$ cat src/rtl/key_input_conditioner.sv
// key_input_conditioner
//
// Conditions the four raw, active-low board push-buttons for the rest of the
// system. Each key gets a two-flop synchronizer, a debounce FSM with its own
// stability counter, and registered level/press/release outputs. Keys are
// fully independent of one another.
//
// Parameters
//   DEBOUNCE_CYCLES  cycles a synchronized level must hold before acceptance
//                    (1 .. 2^24-1)
//   REPEAT_DELAY     cycles from an accepted press to the first auto-repeat
//   REPEAT_PERIOD    cycles between later auto-repeat pulses
//
// Build option
//   KEY_AUTOREPEAT_EN  when defined, a held key re-pulses key_press after
//                      REPEAT_DELAY cycles and then every REPEAT_PERIOD
//                      cycles. When undefined, no repeat hardware exists.
//
// Ports
//   clk_clk      in   system clock, rising edge
//   reset_reset  in   synchronous, active-high reset
//   key_n_in     in   [3:0] raw keys, active-low, asynchronous to clk_clk
//   key_export   out  [3:0] debounced level, active-low (1 = released)
//   key_press    out  [3:0] one-cycle pulse on accepted press (and repeat)
//   key_release  out  [3:0] one-cycle pulse on accepted release

module key_debounce_lane #(
    parameter int unsigned DEBOUNCE_CYCLES = 500000,
    parameter int unsigned REPEAT_DELAY    = 25000000,
    parameter int unsigned REPEAT_PERIOD   = 5000000
) (
    input  logic clk,
    input  logic reset,
    input  logic key_n,
    output logic level,
    output logic press_pulse,
    output logic release_pulse
);
    localparam int CW = $clog2(DEBOUNCE_CYCLES + 1);
    // Counter value whose increment reaches DEBOUNCE_CYCLES.
    localparam logic [CW-1:0] DB_LAST = CW'(DEBOUNCE_CYCLES - 1);

    if (DEBOUNCE_CYCLES < 1 || DEBOUNCE_CYCLES > 16777215) begin : g_bad_debounce
        $error("DEBOUNCE_CYCLES out of range");
    end

    typedef enum logic [1:0] {
        ST_UP,
        ST_WAIT_DOWN,
        ST_DOWN,
        ST_WAIT_UP
    } state_t;

    state_t        state;
    logic [CW-1:0] cnt;
    logic          s1;
    logic          s2;

`ifdef KEY_AUTOREPEAT_EN
    if (REPEAT_DELAY < 1 || REPEAT_PERIOD < 1) begin : g_bad_repeat
        $error("REPEAT_DELAY and REPEAT_PERIOD must be at least 1");
    end

    localparam int unsigned RPT_MAX = (REPEAT_DELAY > REPEAT_PERIOD) ? REPEAT_DELAY : REPEAT_PERIOD;
    localparam int RW = $clog2(RPT_MAX + 1);
    localparam logic [RW-1:0] DELAY_LAST  = RW'(REPEAT_DELAY - 1);
    localparam logic [RW-1:0] PERIOD_LAST = RW'(REPEAT_PERIOD - 1);

    // rpt_cnt counts held-down cycles since entry to DOWN (or since the last
    // repeat); rpt_first selects the initial delay versus the steady period.
    logic [RW-1:0] rpt_cnt;
    logic          rpt_first;
    logic          rpt_hit;

    assign rpt_hit = (rpt_cnt == (rpt_first ? DELAY_LAST : PERIOD_LAST));
`else
    // Repeat timing is meaningless in this build; only sanity-check it.
    if (REPEAT_DELAY < 1 || REPEAT_PERIOD < 1) begin : g_bad_repeat
        $error("REPEAT_DELAY and REPEAT_PERIOD must be at least 1");
    end
`endif

    always_ff @(posedge clk) begin
        if (reset) begin
            s1            <= 1'b1;
            s2            <= 1'b1;
            state         <= ST_UP;
            cnt           <= '0;
            level         <= 1'b1;
            press_pulse   <= 1'b0;
            release_pulse <= 1'b0;
`ifdef KEY_AUTOREPEAT_EN
            rpt_cnt       <= '0;
            rpt_first     <= 1'b1;
`endif
        end else begin
            s1            <= key_n;
            s2            <= s1;
            press_pulse   <= 1'b0;
            release_pulse <= 1'b0;

            case (state)
                ST_UP: begin
                    if (!s2) begin
                        state <= ST_WAIT_DOWN;
                        cnt   <= '0;
                    end
                end

                ST_WAIT_DOWN: begin
                    if (s2) begin
                        state <= ST_UP;
                        cnt   <= '0;
                    end else if (cnt == DB_LAST) begin
                        state       <= ST_DOWN;
                        cnt         <= '0;
                        level       <= 1'b0;
                        press_pulse <= 1'b1;
`ifdef KEY_AUTOREPEAT_EN
                        rpt_cnt     <= '0;
                        rpt_first   <= 1'b1;
`endif
                    end else begin
                        cnt <= cnt + CW'(1);
                    end
                end

                ST_DOWN: begin
                    if (s2) begin
                        state <= ST_WAIT_UP;
                        cnt   <= '0;
                    end
`ifdef KEY_AUTOREPEAT_EN
                    else if (rpt_hit) begin
                        press_pulse <= 1'b1;
                        rpt_cnt     <= '0;
                        rpt_first   <= 1'b0;
                    end else begin
                        rpt_cnt <= rpt_cnt + RW'(1);
                    end
`endif
                end

                ST_WAIT_UP: begin
                    if (!s2) begin
                        // Release glitch: back to DOWN. The repeat counter was
                        // frozen during the glitch and this cycle counts as held.
                        state <= ST_DOWN;
                        cnt   <= '0;
`ifdef KEY_AUTOREPEAT_EN
                        if (rpt_hit) begin
                            press_pulse <= 1'b1;
                            rpt_cnt     <= '0;
                            rpt_first   <= 1'b0;
                        end else begin
                            rpt_cnt <= rpt_cnt + RW'(1);
                        end
`endif
                    end else if (cnt == DB_LAST) begin
                        state         <= ST_UP;
                        cnt           <= '0;
                        level         <= 1'b1;
                        release_pulse <= 1'b1;
                    end else begin
                        cnt <= cnt + CW'(1);
                    end
                end

                default: begin
                    state <= ST_UP;
                    cnt   <= '0;
                end
            endcase
        end
    end
endmodule

module key_input_conditioner #(
    parameter int unsigned DEBOUNCE_CYCLES = 500000,
    parameter int unsigned REPEAT_DELAY    = 25000000,
    parameter int unsigned REPEAT_PERIOD   = 5000000
) (
    input  logic       clk_clk,
    input  logic       reset_reset,
    input  logic [3:0] key_n_in,
    output logic [3:0] key_export,
    output logic [3:0] key_press,
    output logic [3:0] key_release
);
    localparam int NUM_KEYS = 4;

    for (genvar i = 0; i < NUM_KEYS; i++) begin : g_key
        key_debounce_lane #(
            .DEBOUNCE_CYCLES(DEBOUNCE_CYCLES),
            .REPEAT_DELAY   (REPEAT_DELAY),
            .REPEAT_PERIOD  (REPEAT_PERIOD)
        ) u_lane (
            .clk          (clk_clk),
            .reset        (reset_reset),
            .key_n        (key_n_in[i]),
            .level        (key_export[i]),
            .press_pulse  (key_press[i]),
            .release_pulse(key_release[i])
        );
    end
endmodule

$ cat config.mk
export PLATFORM = sky130hd
export DESIGN_NAME = key_input_conditioner
export DESIGN_NICKNAME = d
export VERILOG_FILES = /design/src/rtl/key_input_conditioner.sv
export SDC_FILE = /design/constraint.sdc
export NUM_CORES = 1
export LEC_CHECK = 0
export ABC_AREA = 1
export CORE_MARGIN = 2
export CORE_UTILIZATION = 35
export DETAILED_ROUTE_END_ITERATION = 8
export PLACE_DENSITY = 0.6
export SYNTH_ARGS = -nofsm -noshare
export SYNTH_HDL_FRONTEND = slang
export SYNTH_SLANG_ARGS = --single-unit
$ cat constraint.sdc
create_clock -name clk_clk -period 1.7 [get_ports clk_clk]
set_input_delay 0.51 -clock clk_clk [delete_from_list [all_inputs] [get_ports clk_clk]]
set_output_delay 0.51 -clock clk_clk [all_outputs]
set_load 0.05 [all_outputs]
* Word-level counts from Yosys, hierarchy flattened
Index checks and enable logic that the tools add are counted.
** Storage, ports and cells
- Bits in registers :: 104
- Logic and storage cells :: 196
** Operators by class
- Add/subtract/negate cells :: 4
- Equality and inequality tests :: 48
- Multiplexer cells :: 76
- Bitwise logic cells :: 12
- Reductions and logical operators :: 28
** Operator list (number)
- two-way mux 19 bit :: 20
- one-hot mux 19 bit (4 select lines) :: 4
- adder 19 x 1 -> 19 bit, second input constant :: 4
- == test 19 bit, second input constant :: 4
- two-way mux 2 bit :: 24
- != test 2 x 1 -> 1 bit, second input constant :: 16
- one-hot mux 2 bit (4 select lines) :: 4
- OR reduction 3 bit :: 8
- two-way mux 1 bit :: 20
- AND reduction 5 bit :: 4
- == test 2 bit, second input constant :: 8
- != test 2 bit, second input constant :: 8
- AND reduction 4 bit :: 4
- != test 3 x 1 -> 1 bit, second input constant :: 4
- != test 3 bit, second input constant :: 4
- NOT 1 bit :: 12
- == test 2 x 1 -> 1 bit, second input constant :: 4
- zero test 2 bit :: 4
- one-hot mux 1 bit (2 select lines) :: 4
- AND reduction 2 bit :: 4
- nonzero test 2 bit :: 4

* Depth between registers and ports, before layout
Gate-level depths: netlist of the first run.
- Word-level depth :: 4
- Depth in mapped cells :: 11

* Cells and area by module
A second synthesis of the first run with hierarchy kept.
** Unflattened totals
- Cells, all modules :: 915
- Area total of the unflattened synthesis :: 6100.9 um^2
** Modules (own cells, without submodules)
- key_debounce_lane (g_key[0].u_lane ...) :: times used 3, cells each 228, area each 1530.2 um^2
- key_debounce_lane (g_key[3].u_lane) :: times used 1, cells each 231, area each 1510.2 um^2

* Least setup slack after synthesis of the first run
OpenSTA, ideal clock, no wires.
- Path type :: register -> register
- Start :: register g_key[1].u_lane.cnt[0]
- End :: register g_key[1].u_lane.cnt[16]
- Setup time :: 0.132 ns
- Data arrival time :: 1.402 ns
- Setup slack :: 0.165 ns
- Stages on the path, launching flop included :: 10
- Buffers on the path :: 1
- Path through :: dfxtp_1 > ha_1 > nand2_1 > nor2_2 > nand3_1 > nor2_2 > nor2_4 > buf_6 > nand2_1 > a21oi_1
** On the way
- Cells in the longest elaborated chain, start to end :: 4
** RTL lines
- from (decl) :: line 55 : logic [CW-1:0] cnt;
- from (signal assigned) :: line 124 : cnt <= cnt + CW'(1);
- from (signal assigned) :: line 165 : cnt <= cnt + CW'(1);
- adder 19 x 1 -> 19 bit / == test 19 bit (equally long branches)
- two-way mux 19 bit (*) :: line 114, 159
- two-way mux 19 bit, on equally long branches :: line 145, 111
- one-hot mux 19 bit (4 select lines) (*) :: line 102 : case (state)
Mark *: on every way between the ends. The rest lies on a longest branch, timed or not.
A chain may end at the register's enable or synchronous reset.

* Worst setup path after layout of the first run
- Start :: register g_key[2].u_lane.cnt[1]
- End :: register g_key[2].u_lane.cnt[7]
** On the way
- Cells in the longest elaborated chain, start to end :: 4
** RTL lines (line)
- from (decl) :: 55
- from (signal assigned) :: 124
- from (signal assigned) :: 165
- adder 19 x 1 -> 19 bit / == test 19 bit (equally long branches)
- two-way mux 19 bit (*) :: 114, 159
- two-way mux 19 bit, on equally long branches :: 145, 111
- one-hot mux 19 bit (4 select lines) (*) :: 102
Marked as above.

==> metrics.txt, run 1 <==
synth warn=0; leading cell types in the layout, fill and taps excluded=297 x nand2_1, 106 x nor2_1, 103 x dfxtp_1, 85 x inv_1; WHS Path Cells=1; Layout area overhead=16.0%; status=completed; CTS tree=built; final hold vios=0; pin count of the biggest net entering global routing=between 50 and 60; Nets=about 960; syn_nets=around 930; most common cell after layout, fill and taps aside=nand2_1; ys flop type=dfxtp_1; setup_tns=0 ns; DIE WIDTH=134 um; setup violators final=0; num ports=18; first-pass detailed-route iteration total=5; FF-to-FF path depth=11; RD Place Congestion=0.858; vias in the first global route=4920; Final Skew=approximately 0.012 ns; DRT iter0 DRCs=451; total number of vias=5549; number of synthesized flops with an enable pin=0; Synth cell types=37; area of the mapped netlist=~0.0059 sq mm; Slew Viols, Final=0; Design Area, Final=0.00688 sq mm; CTS Root Cell=clkbuf_16; fin crit share=about 93%; Setup crit end kind=register; number of buffers created by CTS=9; drc violations=0; Leak Pwr=roughly 2.5 nW; Worst R2R Setup Slack=0.11 ns; GR Util All Layers=15.5%; peak supply drop=532 uV; vias per cell=around 4.7; dpl cell area=0.00648 sq mm; register bit total from synthesis=104; Final Routed Wirelength=13600 um; diode count=0; gr ovfl total=0; die height=around 130 um; CP max FO=18; worst r2r dst=g_key[2].u_lane.cnt[7]; die area=0.0180 sq mm; sequential-to-total area share from yosys stat=35.1%; RR Startpoint=g_key[2].u_lane.cnt[1]; PD cells=705 mW/mm^2; layout cell share with drive strength beyond 1=12.7%; ys async rst share=0%; Setup crit start kind=register; H-tree depth=3; Tightest Hold Check Type=register to register; Initial Utilization=a little over a third; clk slew on worst S/H paths=~0.07 ns; hold_sp=g_key[3].u_lane.s1; FP Rows=47; HPWL after DPL=9530 um; Peak Freq=630 MHz; clk_lat worst skew=between 0.3 and 0.4 ns; Tmin final=about 1.6 ns; RSZ-0062 raised after global routing=yes; CTS Sinks=104; Arr. time, crit path=roughly 1.9 ns; PortBufs=17; Core Area=0.0166 sq mm; hold endpoint=g_key[3].u_lane.s2; first-pass GRT wire length=22800 um; Syn Inst Count=921; post-synth top area share=between 30% and 40%; Crit path required time=1.96 ns; Wirelength per Cell=11.6 um; crit path kind=register to register; deepest clock path buffer count=2; ANT nets after route=0; Worst-Margin Slew=0.369 ns; max cap viols=0; cell taking the most area after synthesis=dfxtp_1; Mapped Avg Cell Area=6.44 sq um; number of antenna violations at the first check in global routing=0; top post-synthesis cells by area=dfxtp_1 35%, nand2_1 19%, nor2_1 6.9%; Slew Limit Headroom=75.2%
-- Yosys cell counts (all sizes together) (2+ instances only) --
cell type and count:
nand3b 6, ha 4, o21ai 37, xor2 11, o21bai 4, nand4 18, clkbuf 12, nor3 11
a21oi 71, nor2 131, inv 88, nand2 307, nor4 2, or2 13, nand3 70, and2 2
xnor2 4, buf 21, dfxtp 104
-- flip-flops by register name, summed over array words and instances, names as in the netlist, named ones only --
name	flops
g_key.u_lane.release_pulse	4
g_key.u_lane.level	4
g_key.u_lane.state	4
g_key.u_lane.s2	4
g_key.u_lane.s1	4
g_key.u_lane.cnt	76
g_key.u_lane.press_pulse	4
-- worst max-delay path, cell delays in order (launching register included) --
cell and delay, ns:
dfxtp_1 0.34, ha_1 0.16, nand2_1 0.12, nor2_4 0.18, nand3_1 0.13, nor2_4 0.17
nor2_4 0.05, buf_12 0.15, nand3_1 0.07, nand2_1 0.05, nand2_1 0.05, inv_1 0.04
-- stage by stage --
step                      instances  hold WS, ns  util [%]  worst slack (ns)  power, mW
after floorplan                 921        0.389         -             0.165       2.61
after global placement         1149        0.400      39.1            0.0650       2.66
after detailed placement       1149        0.404      39.1            0.0544       2.66
after CTS                      1165        0.422      41.0            0.0421       4.90
after global routing           1171        0.428      41.5          -0.00959       5.02
final                          1171        0.417      41.5             0.112       4.85
-- layer usage --
| metal | track usage, % | vias to the layer above | wire length, um |
|---|---|---|---|
| met5 | 0 | - | 0 |
| met3 | 3.25 | 16 | 442 |
| met1 | 20.8 | 2474 | 6840 |
| met4 | 5.73 | 0 | 217 |
| li1 | - | 2980 | - |
| met2 | 24.4 | 79 | 6110 |
-- worst max path at each step --
| stage | start | to | slack (ns) |
|---|---|---|---|
| floorplan | g_key[1].u_lane.cnt[0] | g_key[1].u_lane.cnt[16] | 0.17 |
| global placement | g_key[0].u_lane.cnt[0] | g_key[0].u_lane.cnt[2] | 0.06 |
| CTS | g_key[0].u_lane.cnt[0] | g_key[0].u_lane.cnt[2] | 0.04 |
| global route | g_key[1].u_lane.cnt[1] | g_key[1].u_lane.cnt[8] | -0.01 |
| detailed placement | g_key[0].u_lane.cnt[0] | g_key[0].u_lane.cnt[2] | 0.05 |
| finish | g_key[2].u_lane.cnt[1] | g_key[2].u_lane.cnt[7] | 0.11 |
-- area by class of cell --
type / count / area (sq um)
clock inverter: 2 / 35.0
clock buffer: 14 / 284
sequential: 104 / 2080
fill: 1796 / 9700
multi-input combinational: 697 / 3340
timing repair buffer: 46 / 528
inverter: 88 / 330
tap: 220 / 275
-- report_power, final --
| part | total, mW | leakage (nW) | switching [mW] | internal (mW) |
|---|---|---|---|---|
| combinational | 0.147 | 1.48 | 0.100 | 0.0468 |
| clock | 2.24 | 0.159 | 0.941 | 1.30 |
| sequential | 2.46 | 0.840 | 0.0107 | 2.45 |
| total | 4.85 | 2.48 | 1.05 | 3.80 |
-- timing repair --
| action | CTS | global route |
|---|---|---|
| resized for setup | 0 | 10 |
| buffers inserted | 0 | 5 |
| endpoints found under the hold margin | 0 | 0 |
| setup endpoints to repair | 0 | 42 |
| hold buffers | 0 | 0 |
-- kinds of logic after synthesis --
group                      count (synthesis)  share of synthesized area, %
and+or+nand+nor                          561                          41.9
buffers and inverters                    121                          9.13
AOI/OAI and AO/OA                        116                          10.5
DFF                                      104                          35.1
xor gates and xnor gates                  15                          2.53
adders and majority gates                  4                         0.844
No activity file was read; power rests on OpenSTA's default activity.
==> run 2, diff against run 1 <==
Settings changed: PLACE_DENSITY 0.6 to 0.61.
==> run 2 against run 1 <==
Flip-flop and latch count stayed put; sequential power about the same; non-clock buffer count is 3 higher; maximum frequency is 1.1% higher; global-route usage grew 0.082 points; setup slack better by 0.017 ns; clock power barely moved; register-to-register slack better by 0.02 ns.
==> metrics.txt, run 2 (same netlist as run 1, synthesis figures left out) <==
status=completed; Layout area overhead=16.8%; diode count=0; dpl cell area=0.00647 sq mm; RD Place Congestion=0.850; crit path kind=register to register; Leak Pwr=2.50 nW; fin crit share=92.4%; ANT nets after route=0; leading cell types in the layout, fill and taps excluded=296 x nand2_1, 108 x nor2_1, 101 x dfxtp_1, 85 x inv_1; Wirelength per Cell=11.5 um; CTS Sinks=roughly 100; Worst-Margin Slew=0.372 ns; num ports=18; HPWL after DPL=9550 um; Slew Limit Headroom=75.2%; most common cell after layout, fill and taps aside=nand2_1; vias in the first global route=between 5k and 6k; layout cell share with drive strength beyond 1=12.9%; PortBufs=17; GR Util All Layers=15.5%; Arr. time, crit path=1.81 ns; clk slew on worst S/H paths=0.07 ns; Design Area, Final=between 0.006 and 0.007 sq mm; Final Skew=between 0.005 and 0.006 ns; Biggest register=g_key.u_lane.cnt; max FFs per register=76; number of antenna violations at the first check in global routing=0; Nets=959; Final Routed Wirelength=approximately 14000 um; clk_lat worst skew=0.35 ns; H-tree depth=3; max cap viols=0; die height=134 um; Tmin final=1.57 ns; CP max FO=10; die area=0.0180 sq mm; Slew Viols, Final=0; Tightest Hold Check Type=register to register; PD cells=about 700 mW/mm^2; DIE WIDTH=134 um; RSZ-0062 raised after global routing=yes; gr ovfl total=0; Setup crit start kind=register; first-pass detailed-route iteration total=7; Final Util=about two fifths; total number of vias=5519; first-pass GRT wire length=between 20000 and 25000 um; Core Area=0.0166 sq mm; CTS Root Cell=clkbuf_16; vias per cell=4.71; deepest clock path buffer count=2; fill count=1742; CTS tree=built; pin count of the biggest net entering global routing=48; peak supply drop=543 uV; Setup crit end kind=register; Crit path required time=~1.9 ns; Worst R2R Setup Slack=approximately 0.13 ns; FP Rows=47; number of buffers created by CTS=9; DRT iter0 DRCs=between 300 and 400; setup violators final=0; Initial Utilization=35.8%; drc violations=0; final hold vios=0; Peak Freq=636 MHz
-- run 2: repair_timing --
item | CTS | global route
endpoints found under the setup margin | 0 | 58
resized for setup | 0 | 14
buffers inserted | 0 | 8
endpoints found under the hold margin | 0 | 0
hold buffers | 0 | 0
-- run 2: worst paths after layout --
path | startpoint | to | cells after the start
worst min register to register | g_key[3].u_lane.s1 | g_key[3].u_lane.s2 | 1
worst min-delay path | g_key[3].u_lane.s1 | g_key[3].u_lane.s2 | 1
worst max-delay path | g_key[3].u_lane.cnt[1] | g_key[3].u_lane.cnt[14] | 10
worst max register to register | g_key[3].u_lane.cnt[1] | g_key[3].u_lane.cnt[14] | 10
-- run 2: per-layer routing --
layer	wire, um	vias up	part of all wire, %	global-route usage (%)
li1	-	2975	-	-
met1	6740	2451	50	20.7
met2	6220	77	46	25.7
met3	429	16	3.2	3.70
met4	125	0	0.93	3.33
met5	0	-	0	0
-- run 2: worst max-delay path, stage by stage (launching register included) --
cell and delay [ns]:
dfxtp_2 0.34, ha_1 0.17, nand2_2 0.09, nor2_4 0.13, nand3_1 0.12, nor2_2 0.17
nor2_4 0.07, buf_12 0.14, buf_12 0.12, nand2_1 0.07, a21oi_2 0.04
-- run 2: where the power goes --
part / total, mW / internal (mW) / switching (mW)
Combinational: 0.150 / 0.0491 / 0.101
Clock: 2.22 / 1.28 / 0.941
Sequential: 2.46 / 2.45 / 0.0105
Total: 4.82 / 3.77 / 1.05
-- run 2: per-stage QoR --
stage | total power, mW | worst slack, ns | setup TNS [ns] | std cells | hold slack (ns)
5_1_grt | 4.99 | -0.0553 | -0.0609 | 1172 | 0.421
3_5_place_dp | 2.66 | 0.0555 | 0 | 1149 | 0.394
3_3_place_gp | 2.66 | 0.0947 | 0 | 1149 | 0.393
2_1_floorplan | 2.61 | 0.165 | 0 | 921 | 0.389
4_1_cts | 4.89 | 0.0308 | 0 | 1163 | 0.411
6_report | 4.82 | 0.129 | 0 | 1172 | 0.410
-- run 2: area by class of cell --
cell class	count	area (sq um)	area share (%)
Inverter	88	330	4.77
Clock inverter	5	83.8	1.21
Sequential cell	104	2090	30.1
Timing Repair Buffer	49	563	8.13
Tap cell	220	275	3.98
Clock buffer	9	225	3.25
Multi-Input combinational cell	697	3360	48.5
==> run 3, diff against run 2 <==
Settings changed: SLEW_MARGIN set to 20.
==> results of run 3 <==
No change in the layout: final DEF, timing and power equal those of run 2.
